===== config.mk =====
export PLATFORM = sky130hd
export DESIGN_NAME = ddc_avg
export DESIGN_NICKNAME = d
export VERILOG_FILES = /design/src/rtl/ddc_avg_pkg.sv /design/src/rtl/ddc_avg_round.sv /design/src/rtl/ddc_avg.sv
export SDC_FILE = /design/constraint.sdc
export NUM_CORES = 1
export LEC_CHECK = 0
export CORE_MARGIN = 2
export CORE_UTILIZATION = 55
export DETAILED_ROUTE_END_ITERATION = 10
export PLACE_DENSITY = 0.77
export REMOVE_ABC_BUFFERS = 1
export SYNTH_ARGS = -nofsm -noshare
export SYNTH_HDL_FRONTEND = slang
export SYNTH_SLANG_ARGS = --single-unit

===== constraint.sdc =====
create_clock -name clk_i -period 5.3 [get_ports clk_i]
set_input_delay 1.06 -clock clk_i [delete_from_list [all_inputs] [get_ports clk_i]]
set_output_delay 1.06 -clock clk_i [all_outputs]
set_load 0.01 [all_outputs]

===== src/rtl/ddc_avg_pkg.sv =====
// Shared definitions for the DDC block averager: FSM encoding, default block-size limit
// and accumulator sizing.
package ddc_avg_pkg;

    localparam int MAX_LOG2N_DEF = 10;

    localparam logic [1:0] ST_IDLE  = 2'd0;
    localparam logic [1:0] ST_ACCUM = 2'd1;
    localparam logic [1:0] ST_DONE  = 2'd2;

    // A sum of 2^max_log2n samples needs max_log2n extra bits to never wrap.
    function automatic int acc_width(input int data_w, input int max_log2n);
        return data_w + max_log2n;
    endfunction

endpackage


===== src/rtl/ddc_avg_round.sv =====
// Round-half-up divide by 2^k of a block sum, truncated to the output width.
// The sum is widened by one bit so adding the rounding term can never wrap.
module ddc_avg_round #(
    parameter int IN_W   = 35,
    parameter int OUT_W  = 25,
    parameter int K_W    = 4,
    parameter bit SIGNED = 1'b1
) (
    input  logic [IN_W-1:0]  sum,
    input  logic [K_W-1:0]   k,
    output logic [OUT_W-1:0] res
);

    localparam logic [IN_W:0] ONE = 1;

    logic [IN_W:0] sum_ext;
    logic [IN_W:0] rnd;
    logic [IN_W:0] biased;

    assign rnd    = (k == '0) ? '0 : (ONE << (k - 1'b1));
    assign biased = sum_ext + rnd;

    generate
        if (SIGNED) begin : g_signed
            assign sum_ext = {sum[IN_W-1], sum};
            assign res     = OUT_W'($signed(biased) >>> k);
        end else begin : g_unsigned
            assign sum_ext = {1'b0, sum};
            assign res     = OUT_W'(biased >> k);
        end
    endgenerate

endmodule


===== src/rtl/ddc_avg.sv =====
// Block averager behind the DDC: sums 2^k valid I/Q/amplitude samples and presents the
// rounded mean through a valid/ready output register with a sticky overrun flag.
module ddc_avg
    import ddc_avg_pkg::*;
#(
    parameter int DATA_WIDTH = 25,
    parameter int MAX_LOG2N  = MAX_LOG2N_DEF,
    parameter int CNT_WIDTH  = 16
) (
    input  logic                  clk_i,
    input  logic                  rst_n_i,
    input  logic                  en_i,
    input  logic                  clr_i,
    input  logic [3:0]            log2n_i,
    input  logic                  val_i,
    input  logic [DATA_WIDTH-1:0] i_i,
    input  logic [DATA_WIDTH-1:0] q_i,
    input  logic [DATA_WIDTH-1:0] amp_i,
    output logic [DATA_WIDTH-1:0] i_o,
    output logic [DATA_WIDTH-1:0] q_o,
    output logic [DATA_WIDTH-1:0] amp_o,
    output logic                  val_o,
    input  logic                  rdy_i,
    output logic                  overrun_o,
    output logic [CNT_WIDTH-1:0]  blk_cnt_o
);

    localparam int ACC_W = acc_width(DATA_WIDTH, MAX_LOG2N);
    localparam int CW    = MAX_LOG2N + 1;
    localparam int NCH   = 3;

    logic [1:0]            state_reg, state_next;
    logic [CW-1:0]         cnt_reg;
    logic [CW-1:0]         cnt_inc;
    logic [CW-1:0]         blk_len;
    logic [3:0]            k_reg, k_in, k_eff, sum_k_reg;
    logic                  running, active, first, block_end, offered;
    logic                  load, drop;
    logic [DATA_WIDTH-1:0] din [NCH];
    logic [DATA_WIDTH-1:0] res [NCH];

    assign din[0] = i_i;
    assign din[1] = q_i;
    assign din[2] = amp_i;

    assign running   = en_i && (state_reg != ST_IDLE);
    assign active    = running && val_i;
    assign first     = (cnt_reg == '0);
    assign k_in      = (log2n_i > 4'(MAX_LOG2N)) ? 4'(MAX_LOG2N) : log2n_i;
    // The block length is frozen by the first sample; later log2n_i changes are ignored.
    assign k_eff     = first ? k_in : k_reg;
    assign cnt_inc   = cnt_reg + 1'b1;
    assign blk_len   = CW'(1) << k_eff;
    assign block_end = active && (cnt_inc == blk_len);
    assign offered   = (state_reg == ST_DONE);

    always_comb begin
        state_next = state_reg;
        case (state_reg)
            ST_IDLE: state_next = en_i ? ST_ACCUM : ST_IDLE;
            default: begin
                if (!en_i)          state_next = ST_IDLE;
                else if (block_end) state_next = ST_DONE;
                else                state_next = ST_ACCUM;
            end
        endcase
    end

    always_ff @(posedge clk_i or negedge rst_n_i) begin
        if (!rst_n_i) begin
            state_reg <= ST_IDLE;
            cnt_reg   <= '0;
            k_reg     <= '0;
            sum_k_reg <= '0;
        end else begin
            state_reg <= state_next;
            if (!running)
                cnt_reg <= '0;
            else if (active)
                cnt_reg <= block_end ? '0 : cnt_inc;
            if (active && first)
                k_reg <= k_in;
            if (block_end)
                sum_k_reg <= k_eff;
        end
    end

    genvar gi;
    generate
        for (gi = 0; gi < NCH; gi++) begin : g_ch
            logic [ACC_W-1:0] ext;
            logic [ACC_W-1:0] acc_reg;
            logic [ACC_W-1:0] acc_sum;
            logic [ACC_W-1:0] sum_reg;

            // Channels 0/1 are signed I/Q, channel 2 is the unsigned amplitude.
            if (gi < 2) begin : g_sx
                assign ext = {{MAX_LOG2N{din[gi][DATA_WIDTH-1]}}, din[gi]};
            end else begin : g_zx
                assign ext = {{MAX_LOG2N{1'b0}}, din[gi]};
            end

            assign acc_sum = acc_reg + ext;

            always_ff @(posedge clk_i or negedge rst_n_i) begin
                if (!rst_n_i) begin
                    acc_reg <= '0;
                    sum_reg <= '0;
                end else begin
                    if (!running)
                        acc_reg <= '0;
                    else if (active)
                        acc_reg <= block_end ? '0 : acc_sum;
                    if (block_end)
                        sum_reg <= acc_sum;
                end
            end

            ddc_avg_round #(
                .IN_W   (ACC_W),
                .OUT_W  (DATA_WIDTH),
                .K_W    (4),
                .SIGNED (gi < 2)
            ) u_round (
                .sum (sum_reg),
                .k   (sum_k_reg),
                .res (res[gi])
            );
        end
    endgenerate

    assign load = offered && (!val_o || rdy_i);
    assign drop = offered && val_o && !rdy_i;

    always_ff @(posedge clk_i or negedge rst_n_i) begin
        if (!rst_n_i) begin
            i_o       <= '0;
            q_o       <= '0;
            amp_o     <= '0;
            val_o     <= 1'b0;
            overrun_o <= 1'b0;
            blk_cnt_o <= '0;
        end else begin
            if (load) begin
                i_o       <= res[0];
                q_o       <= res[1];
                amp_o     <= res[2];
                val_o     <= 1'b1;
                blk_cnt_o <= blk_cnt_o + 1'b1;
            end else if (val_o && rdy_i) begin
                val_o <= 1'b0;
            end
            // A drop in the same cycle as a clear keeps the flag set.
            if (drop)
                overrun_o <= 1'b1;
            else if (clr_i)
                overrun_o <= 1'b0;
        end
    end

endmodule


* After elaboration in Yosys (flattened, before gate mapping)
Index checks and enable logic that the tools add are counted.
** Word-level totals
- Register bits after elaboration :: 324
- Input port bits :: 85
- Output and inout port bits :: 93
- Word-level logic and storage cells :: 74
** Operators by class
- Add/subtract/negate cells :: 9
- Order comparisons :: 1
- Equality and inequality tests :: 3
- Shift operators :: 5
- Muxes and demuxes :: 23
- Reductions and logical operators :: 17
** Operators with widths (number)
- 35-bit 2-to-1 mux :: 9
- 36-bit adder :: 2
- 36-bit by 4-bit >>> shifter with 25-bit output :: 2
- 35-bit adder :: 2
- 35-bit by 36-bit adder with 36-bit output :: 1
- 36-bit 2-to-1 mux :: 1
- 1-bit by 4-bit << shifter with 36-bit output (first input constant) :: 1
- 36-bit by 4-bit >> shifter with 25-bit output :: 1
- 35-bit by 25-bit adder with 35-bit output :: 1
- 11-bit 2-to-1 mux :: 3
- 16-bit by 1-bit adder with 16-bit output (second input constant) :: 1
- 11-bit by 1-bit adder with 11-bit output (second input constant) :: 1
- 11-bit == test :: 1
- 11-bit zero test :: 1
- 1-bit by 4-bit << shifter with 11-bit output (first input constant) :: 1
- 1-bit logical AND :: 8
- 4-bit 2-to-1 mux :: 2
- 2-bit 2-to-1 mux :: 3
- 2-bit nonzero test :: 3
- 1-bit 2-to-1 mux :: 5
- 4-bit greater-than comparator (second input constant) :: 1
- 4-bit zero test :: 1
- 4-bit by 1-bit subtractor with 4-bit output (second input constant) :: 1
- 2-bit == test (second input constant) :: 1
- other kinds (4) :: 5

* Depth between registers and ports, before layout
Gate-level depths: netlist of the first run.
- Word-level depth :: 9
- Mapped depth :: 22
- Depth with buffers taken out :: 15

* Cells and area by module
A second synthesis of the first run with hierarchy kept.
** Second synthesis, totals
- Cell total of the unflattened synthesis :: 3005
- Area total of the unflattened synthesis :: 27903.0 µm²
** Modules (own cells, without submodules)
- ddc_avg :: times used 1, cells an instance 1626, area each 17925.9 µm², sequential area each 8107.8 µm²
- ddc_avg_round (g_ch[0].u_round ...) :: times used 2, cells an instance 457, area each 3259.4 µm², sequential area each 0.0 µm²
- ddc_avg_round (g_ch[2].u_round) :: times used 1, cells an instance 465, area each 3458.3 µm², sequential area each 0.0 µm²

* Worst setup path after synthesis of the first run
OpenSTA, ideal clock, no wires.
- Path kind :: register -> register
- From :: register sum_k_reg[1]
- To :: register amp_o[21]
- Setup time :: 0.125 ns
- Data arrival time :: 4.778 ns
- Required time :: 5.175 ns
- Slack :: 0.397 ns
- Cell stages (with the launch flop) :: 22
- Path buffers :: 7
- Period minus slack after synthesis :: 4.903 ns
- Cells stage by stage :: dfrtp_1 buf_2 buf_2 buf_2 inv_1 clkbuf_1 nand2_1 clkbuf_1 nor2_1 ha_1 clkbuf_1 a32o_1 a21oi_1 a2bb2oi_1 o31a_1 buf_2 nor4_1 xnor2_1 o22ai_1 or3_1 mux4_2 mux2_2
** Between the ends
- Longest elaborated chain between the ends :: 5
- Elaborated cells between the ends (all ways) :: 6
- Those cells by class :: 2 x add/sub; 2 x shift; 1 x mux; 1 x reduce/logical
** RTL lines
- from (decl) :: RTL line ddc_avg.sv:36 : logic [3:0] k_reg, k_in, k_eff, sum_k_reg;
- from (signal assigned) :: RTL line ddc_avg.sv:84 : sum_k_reg <= k_eff;
- 4-bit by 1-bit subtractor with 4-bit output :: RTL line ddc_avg_round.sv:20 : assign rnd = (k == '0) ? '0 : (ONE << (k - 1'b1));
- 1-bit by 4-bit << shifter with 36-bit output :: RTL line ddc_avg_round.sv:20
- 36-bit 2-to-1 mux :: RTL line ddc_avg_round.sv:20
- 35-bit by 36-bit adder with 36-bit output :: RTL line ddc_avg_round.sv:21 : assign biased = sum_ext + rnd;
- 36-bit by 4-bit >> shifter with 25-bit output (*) :: RTL line ddc_avg_round.sv:29 : assign res = OUT_W'(biased >> k);
- to (signal assigned) :: RTL line ddc_avg.sv:147 : amp_o <= res[2];
- to (decl) :: RTL line ddc_avg.sv:21 : output logic [DATA_WIDTH-1:0] amp_o,
Mark *: on every way between the ends. The rest lies on a longest branch, timed or not.
A chain may end at the register's enable or synchronous reset.

* Worst setup path after layout of the first run
Ends and elaborated chain as after synthesis.

==> key figures, run 1 <==
Status
  • Status: complete, no violations

Timing
  • # setup viols final: 0
  • Final Cycle Share: 90.4%
  • Slew margin rel.: between 30% and 40%
  • Setup skew after layout: between 0.015 and 0.02 ns
  • TNS Setup: 0 ns
  • Min Tclk post-route: about 4.8 ns
  • Final Hold Fails: 0
  • RSZ-0062 raised after global routing: no
  • FMAX: 209 MHz
  • Measured slew at the worst slew-check pin: 0.966 ns
  • Final Slew Violations: 0

Routing
  • Final wirelength: slightly below 80000 um
  • Routed wire per std cell: approximately 21 um
  • 1st-iter DRT viols: ~2100
  • # DRC: 0
  • Post-DR vias/cell: ~6.5
  • Via count: 24174
  • Initial DRT Pass Iterations: 6
  • Routed Antenna Nets: 0

Worst setup path
  • Reg2reg end: amp_o[21]
  • Slowest cell on the critical path: dfrtp_4
  • Worst Path Buf+Inv: 3
  • Crit-path cells: inv_2 > nand2_1 > nor2_1 > buf_4 > ha_1 > a32o_1 > a21oi_1 > a2bb2oi_1 > o31a_1 > buf_4 > nor2_1 > xnor2_1 > mux2i_1 > a221o_1 > mux4_2 > mux2_2
  • Reg2Reg Setup Slack: 0.51 ns
  • Worst reg-to-reg path cell count: 16
  • CP top delay family: compound AO/OA/AOI/OAI gates
  • Critical path type: reg -> reg
  • Crit path DAT: approximately 5.2 ns
  • WP depth: 16
  • Setup crit start kind: register
  • R2R Path Start: sum_k_reg[1]
  • Element type at the critical path end: register
  • Crit. Startpoint: sum_k_reg[1]
  • WP data required: 5.75 ns
  • Crit path max fanout: 20
  • Worst Setup EP: amp_o[21]
  • CP peak stage delay: 0.59 ns

Floorplan
  • Core area: 0.0475 mm^2
  • Initial Util: 55.5%
  • Die height: 223 um
  • I/O pin total: ~180
  • Die area: around 0.050 mm^2
  • Die W: 223 um
  • # rows: 80

Layout
  • # diodes: 0
  • NumNets Final: 3269
  • Non-Filler Instances: 3698
  • Area delta synth->final: 14.2%
  • Design area: 0.0301 mm^2
  • Layout cells sized above 1: 11.8%

Place
  • Dpl cells: 3629
  • DP HPWL: 57800 um
  • # port buffers: 177
  • Routability cong.: 0.973
  • Cell Area, Placed: 0.0289 mm^2

Logic synthesis
  • Commonest cells in the netlist: dfrtp_1 (324), nand2_1 (255), nor2_1 (217)
  • Top post-synthesis cells by area: dfrtp_1 (31%), ha_1 (6.0%), mux2_2 (5.5%)
  • Largest area contributor in the netlist: dfrtp_1
  • Synth Flop Type: dfrtp_1
  • Seq cells post-synth: 324
  • Post-synthesis sequential area ratio: a little under a third
  • Count leader, synth: dfrtp_1
  • Synth top area share: 30.7%
  • Post-synthesis cell type count: a little under 100
  • Post-synth EDFFs: 0
  • Syn_area_per_cell: 8.95 um^2
  • Fraction of registers with async set/reset: 100%
  • Synthesized area: 0.0264 mm^2
  • Post-Syn Instances: 2949
  • Synth Warn #: 0

Worst hold path
  • Worst hold path class: in -> async

CTS
  • CTS Buf Count: 38
  • H-tree Lvls: 2
  • TritonCTS Sinks: 324
  • Worst skew pair latency: 0.57 ns
  • Clk root buf: clkbuf_16
  • Hold Buf Count CTS: 0
  • Post-CTS setup buffers: 0
  • CTS tree: yes
  • CTS clock-pin slew for the worst setup and hold paths: 0.06 ns
  • # resized after CTS: 0
  • Clk buf depth: 3

Power
  • Leakage: approximately 13 nW
  • Maximum vdd drop: 0.000268 V
  • Tot Pwr: 13.0 mW
  • Pwr dens: between 400 and 500 mW/mm^2

Global routing
  • Gr ovfl total: 0
  • Initial antenna violation count: 0
  • Overall Global Routing Usage: 31.3%
  • First-pass GRT wire length: around 130000 um
  • Largest net degree at the start of global routing: roughly 110
  • Vias in the first global route: roughly 24000

Job
  • Max cap viols: 0
-- worst min-delay path by stage --
stage / from / end / slack, ns / depth (start not counted)
2_1_floorplan: k_reg[3] / k_reg[3] / 0.45 / 2
3_3_place_gp: blk_cnt_o[15] / blk_cnt_o[15] / 0.46 / 1
3_5_place_dp: i_o[5] / i_o[5] / 0.48 / 2
4_1_cts: i_o[5] / i_o[5] / 0.49 / 2
5_1_grt: blk_cnt_o[13] / blk_cnt_o[13] / 0.51 / 1
6_report: rst_n_i / g_ch[0].acc_reg[33] / 0.48 / 1
-- stage by stage --
stage / setup WS (ns) / hold slack, ns / utilization, %
global placement: 0.272 / 0.461 / 60.7
floorplan: -3.00 / 0.450 / -
CTS: 0.597 / 0.491 / 63.4
finish: 0.509 / 0.479 / 63.4
global route: 0.227 / 0.508 / 63.4
detailed placement: 0.227 / 0.478 / 60.7
-- cell families (layout without fill, tap and decap cells) --
kind of cell               after synthesis  after routing  synth area share, %
AOI/OAI and AO/OA                      918            918                 24.2
and+or+nand+nor                        870            870                 16.1
DFF                                    324            324                 30.7
muxes                                  252            252                 12.1
buffers and inverters                  244            376                 3.65
xor gates and xnor gates               208            208                 6.90
adders and majority gates              132            132                 6.32
other                                    1              3               0.0142
-- worst register-to-register path: cells and delay by family, from the launching register on --
kind / cells / cell delay (ns)
fa+ha+maj: 1 / 0.35
compound gates: 5 / 1.62
xor+xnor: 1 / 0.20
buf+inv: 3 / 0.50
simple gates: 3 / 0.55
mux: 3 / 0.87
flops: 1 / 0.59
-- power by group --
part | leakage, nW | total, mW | internal (mW) | switching (mW)
clock network | 0.611 | 2.67 | 1.57 | 1.10
logic | 8.36 | 6.65 | 2.89 | 3.76
registers | 4.30 | 3.68 | 2.97 | 0.718
-- placed cells by master, fill, tap and decap left out, drive strengths merged, types with 33 or more instances in the layout --
cell,Yosys,final
xor2,64,64
xnor2,144,144
and3,51,51
and2,33,33
a21o,65,65
a31oi,35,35
mux2i,81,81
o211ai,51,51
a211oi,41,41
a22o,101,101
nor2,217,217
nand2,255,255
dfrtp,324,324
clkbuf,149,52
buf,42,78
mux4,40,40
o21ai,158,158
clkdlybuf4s50,0,176
inv,52,53
ha,127,127
nor3,55,55
nand3,80,80
mux2,131,131
a21oi,186,186
-- layout make-up --
| cell class | count | area (um^2) |
|---|---|---|
| multi-input combinational | 2383 | 17400 |
| clock inverter | 17 | 159 |
| fill | 3961 | 17400 |
| timing repair buffer | 254 | 2420 |
| inverter | 53 | 200 |
| sequential | 324 | 8120 |
| clock buffer | 52 | 1110 |
| tap | 615 | 769 |
-- metal layers --
metal | track usage, % | routed length, um | up-vias
met5 | 0 | 0 | -
met4 | 12.2 | 2860 | 0
met3 | 5.11 | 5930 | 178
met2 | 49.7 | 35500 | 985
met1 | 42.9 | 34400 | 11692
li1 | - | - | 11319
Power figures use the tool's default switching activity.
==> inputs of run 2 (changes only) <==
Settings changed: SLEW_MARGIN from default to 40.
==> run 2 against run 1 <==
Effect of this change: clock skew grew 0.015 ns; wire length grew 0.55%; critical path depth is the same; sequential share of layout area shrank 0.12 points; critical path type unchanged; global-route usage grew 0.12 points; largest cell class unchanged; clock power grew 9.4%; highest routed layer unchanged; sequential power is essentially flat; register-to-register slack lost 0.02 ns; fmax shrank 0.37%; hold slack lost 0.0074 ns; final cell count is essentially flat.
==> key figures, run 2 (synthesized netlist as in run 1, its figures left out) <==
Status
  • Status: complete, no violations

Worst setup path
  • Crit-path cells: inv_2 > nand2_1 > nor2_1 > buf_4 > ha_1 > a32o_1 > a21oi_1 > a2bb2oi_1 > o31a_1 > buf_4 > nor2_1 > xnor2_1 > mux2i_1 > a221o_1 > mux4_2 > mux2_2
  • Setup crit start kind: register
  • Crit. Startpoint: sum_k_reg[1]
  • Reg2reg end: amp_o[21]
  • Element type at the critical path end: register
  • Reg2Reg Setup Slack: between 0.4 and 0.5 ns
  • Slowest cell on the critical path: dfrtp_4
  • Crit path max fanout: 20
  • CP peak stage delay: between 0.5 and 0.6 ns
  • Crit path DAT: 5.26 ns
  • WP data required: 5.75 ns
  • R2R Path Start: sum_k_reg[1]
  • Worst reg-to-reg path cell count: 16
  • Critical path type: reg -> reg

Global routing
  • M2 GR Usage: 50.4%
  • Gr ovfl total: 0
  • GR peak layer: met2
  • First-pass GRT wire length: 127000 um
  • Overall Global Routing Usage: 31.4%
  • Initial antenna violation count: 0
  • GR Util met3: 4.23%
  • Vias in the first global route: 23635
  • Met1 Use GR: a little over two fifths
  • Largest net degree at the start of global routing: 114

Floorplan
  • Initial Util: a little under three fifths
  • I/O pin total: 178
  • # rows: 80
  • Die height: 223 um
  • Core area: 0.0475 mm^2
  • Die W: 223 um
  • Die area: approximately 0.05 mm^2

Timing
  • TNS Setup: 0 ns
  • Min Tclk post-route: 4.81 ns
  • Final Hold Fails: 0
  • # setup viols final: 0
  • Final WS setup: 0.491 ns
  • RSZ-0062 raised after global routing: no
  • Final Cycle Share: 90.7%
  • Setup skew after layout: 0.0307 ns
  • Slew margin rel.: 39.9%
  • Final Slew Violations: 0
  • FMAX: 208 MHz
  • Measured slew at the worst slew-check pin: 0.898 ns

Power
  • Leakage: about 13 nW
  • Maximum vdd drop: approximately 0.00028 V
  • Sw frac: 42.3%
  • Power share of the sequential group: 27.9%
  • Clock group share of total power: 22.0%
  • Cell internal pwr: 7.65 mW
  • Combinational group share of total power: roughly 50%
  • Pwr dens: 438 mW/mm^2
  • Psw: 5.62 mW
  • Tot Pwr: 13.3 mW

Place
  • Routability cong.: 0.973
  • DP HPWL: approximately 58000 um
  • DP Worst Slack: roughly 0.23 ns
  • # port buffers: approximately 180

Layout
  • # diodes: 0
  • Area of the multi-input gates: ~0.017 mm^2
  • Commonest non-fill, non-tap cell in the layout: dfrtp_1
  • Core Util, Final: roughly 64%
  • Area delta synth->final: 14.7%
  • NumNets Final: about 3300
  • Layout cells sized above 1: 11.9%
  • Fill count: 3941
  • Most frequent cells in the layout: dfrtp_1 (321), nand2_1 (255), nor2_1 (215), a21oi_1 (184), clkdlybuf4s50_1 (176)
  • Register area: 0.00812 mm^2

CTS
  • TritonCTS Sinks: 324
  • CTS clock-pin slew for the worst setup and hold paths: around 0.060 ns
  • Hold Buf Count CTS: 0
  • Clk buf depth: 3
  • # resized after CTS: 0
  • Clk root buf: clkbuf_16
  • Worst skew pair latency: roughly 0.57 ns
  • Post-CTS setup buffers: 0
  • CTS tree: yes
  • CTS Buf Count: 38
  • H-tree Lvls: 2

Routing
  • 1st-iter DRT viols: 2177
  • Via count: 24259
  • Routed Antenna Nets: 0
  • Initial DRT Pass Iterations: 6
  • # DRC: 0
  • Final wirelength: just under 80000 um
  • Routed wire per std cell: between 20 and 25 um
  • Post-DR vias/cell: 6.56

Job
  • Max cap viols: 0

Worst hold path
  • Worst hold path class: in -> async
run 2: per-layer routing:
layer | vias up | share of wire (%)
li1 | 11306 | -
met1 | 11693 | 43
met2 | 1068 | 45
met3 | 192 | 7.8
met4 | 0 | 3.7
met5 | - | 0
run 2: layout make-up:
type | instances | share of cell area [%]
clock inverters | 18 | 0.876
flip-flops and latches | 324 | 26.8
multi-input cells | 2383 | 57.4
well taps | 615 | 2.54
repair buffers | 254 | 7.98
clock buffers | 50 | 3.73
inverters | 53 | 0.661
run 2: worst max path at each step:
stage                          end  slack, ns  cells after the start
2_1_floorplan              i_o[18]      -3.00                     15
3_3_place_gp   g_ch[0].sum_reg[34]       0.27                     14
3_5_place_dp   g_ch[0].sum_reg[34]       0.23                     14
4_1_cts                  amp_o[21]       0.58                     16
5_1_grt                  amp_o[17]       0.26                     16
6_report                 amp_o[21]       0.49                     16
run 2: metrics by stage:
stage               hold WS (ns)  cells  cell area (um^2)
finish                     0.471   3697             30300
global route               0.508   3697             30300
CTS                        0.496   3697             30300
detailed placement         0.483   3629             28900
global placement           0.461   3629             28900
floorplan                  0.450   2760             25600
run 2: power by group through the flow:
stage	clock, mW	sequential [mW]	combinational, mW
after CTS	2.97	3.67	6.51
after global placement	0	3.69	6.36
after global routing	3.05	3.76	7.14
final	2.92	3.70	6.65
after floorplan	0	3.69	4.24
after detailed placement	0	3.70	6.46
run 2: critical path, delay by kind of cell (launching register included):
family | cells | cell delay (ns)
mux | 3 | 0.87
buf+inv | 3 | 0.51
compound gates | 5 | 1.65
xor+xnor | 1 | 0.19
simple gates | 3 | 0.54
flops | 1 | 0.59
fa+ha+maj | 1 | 0.35
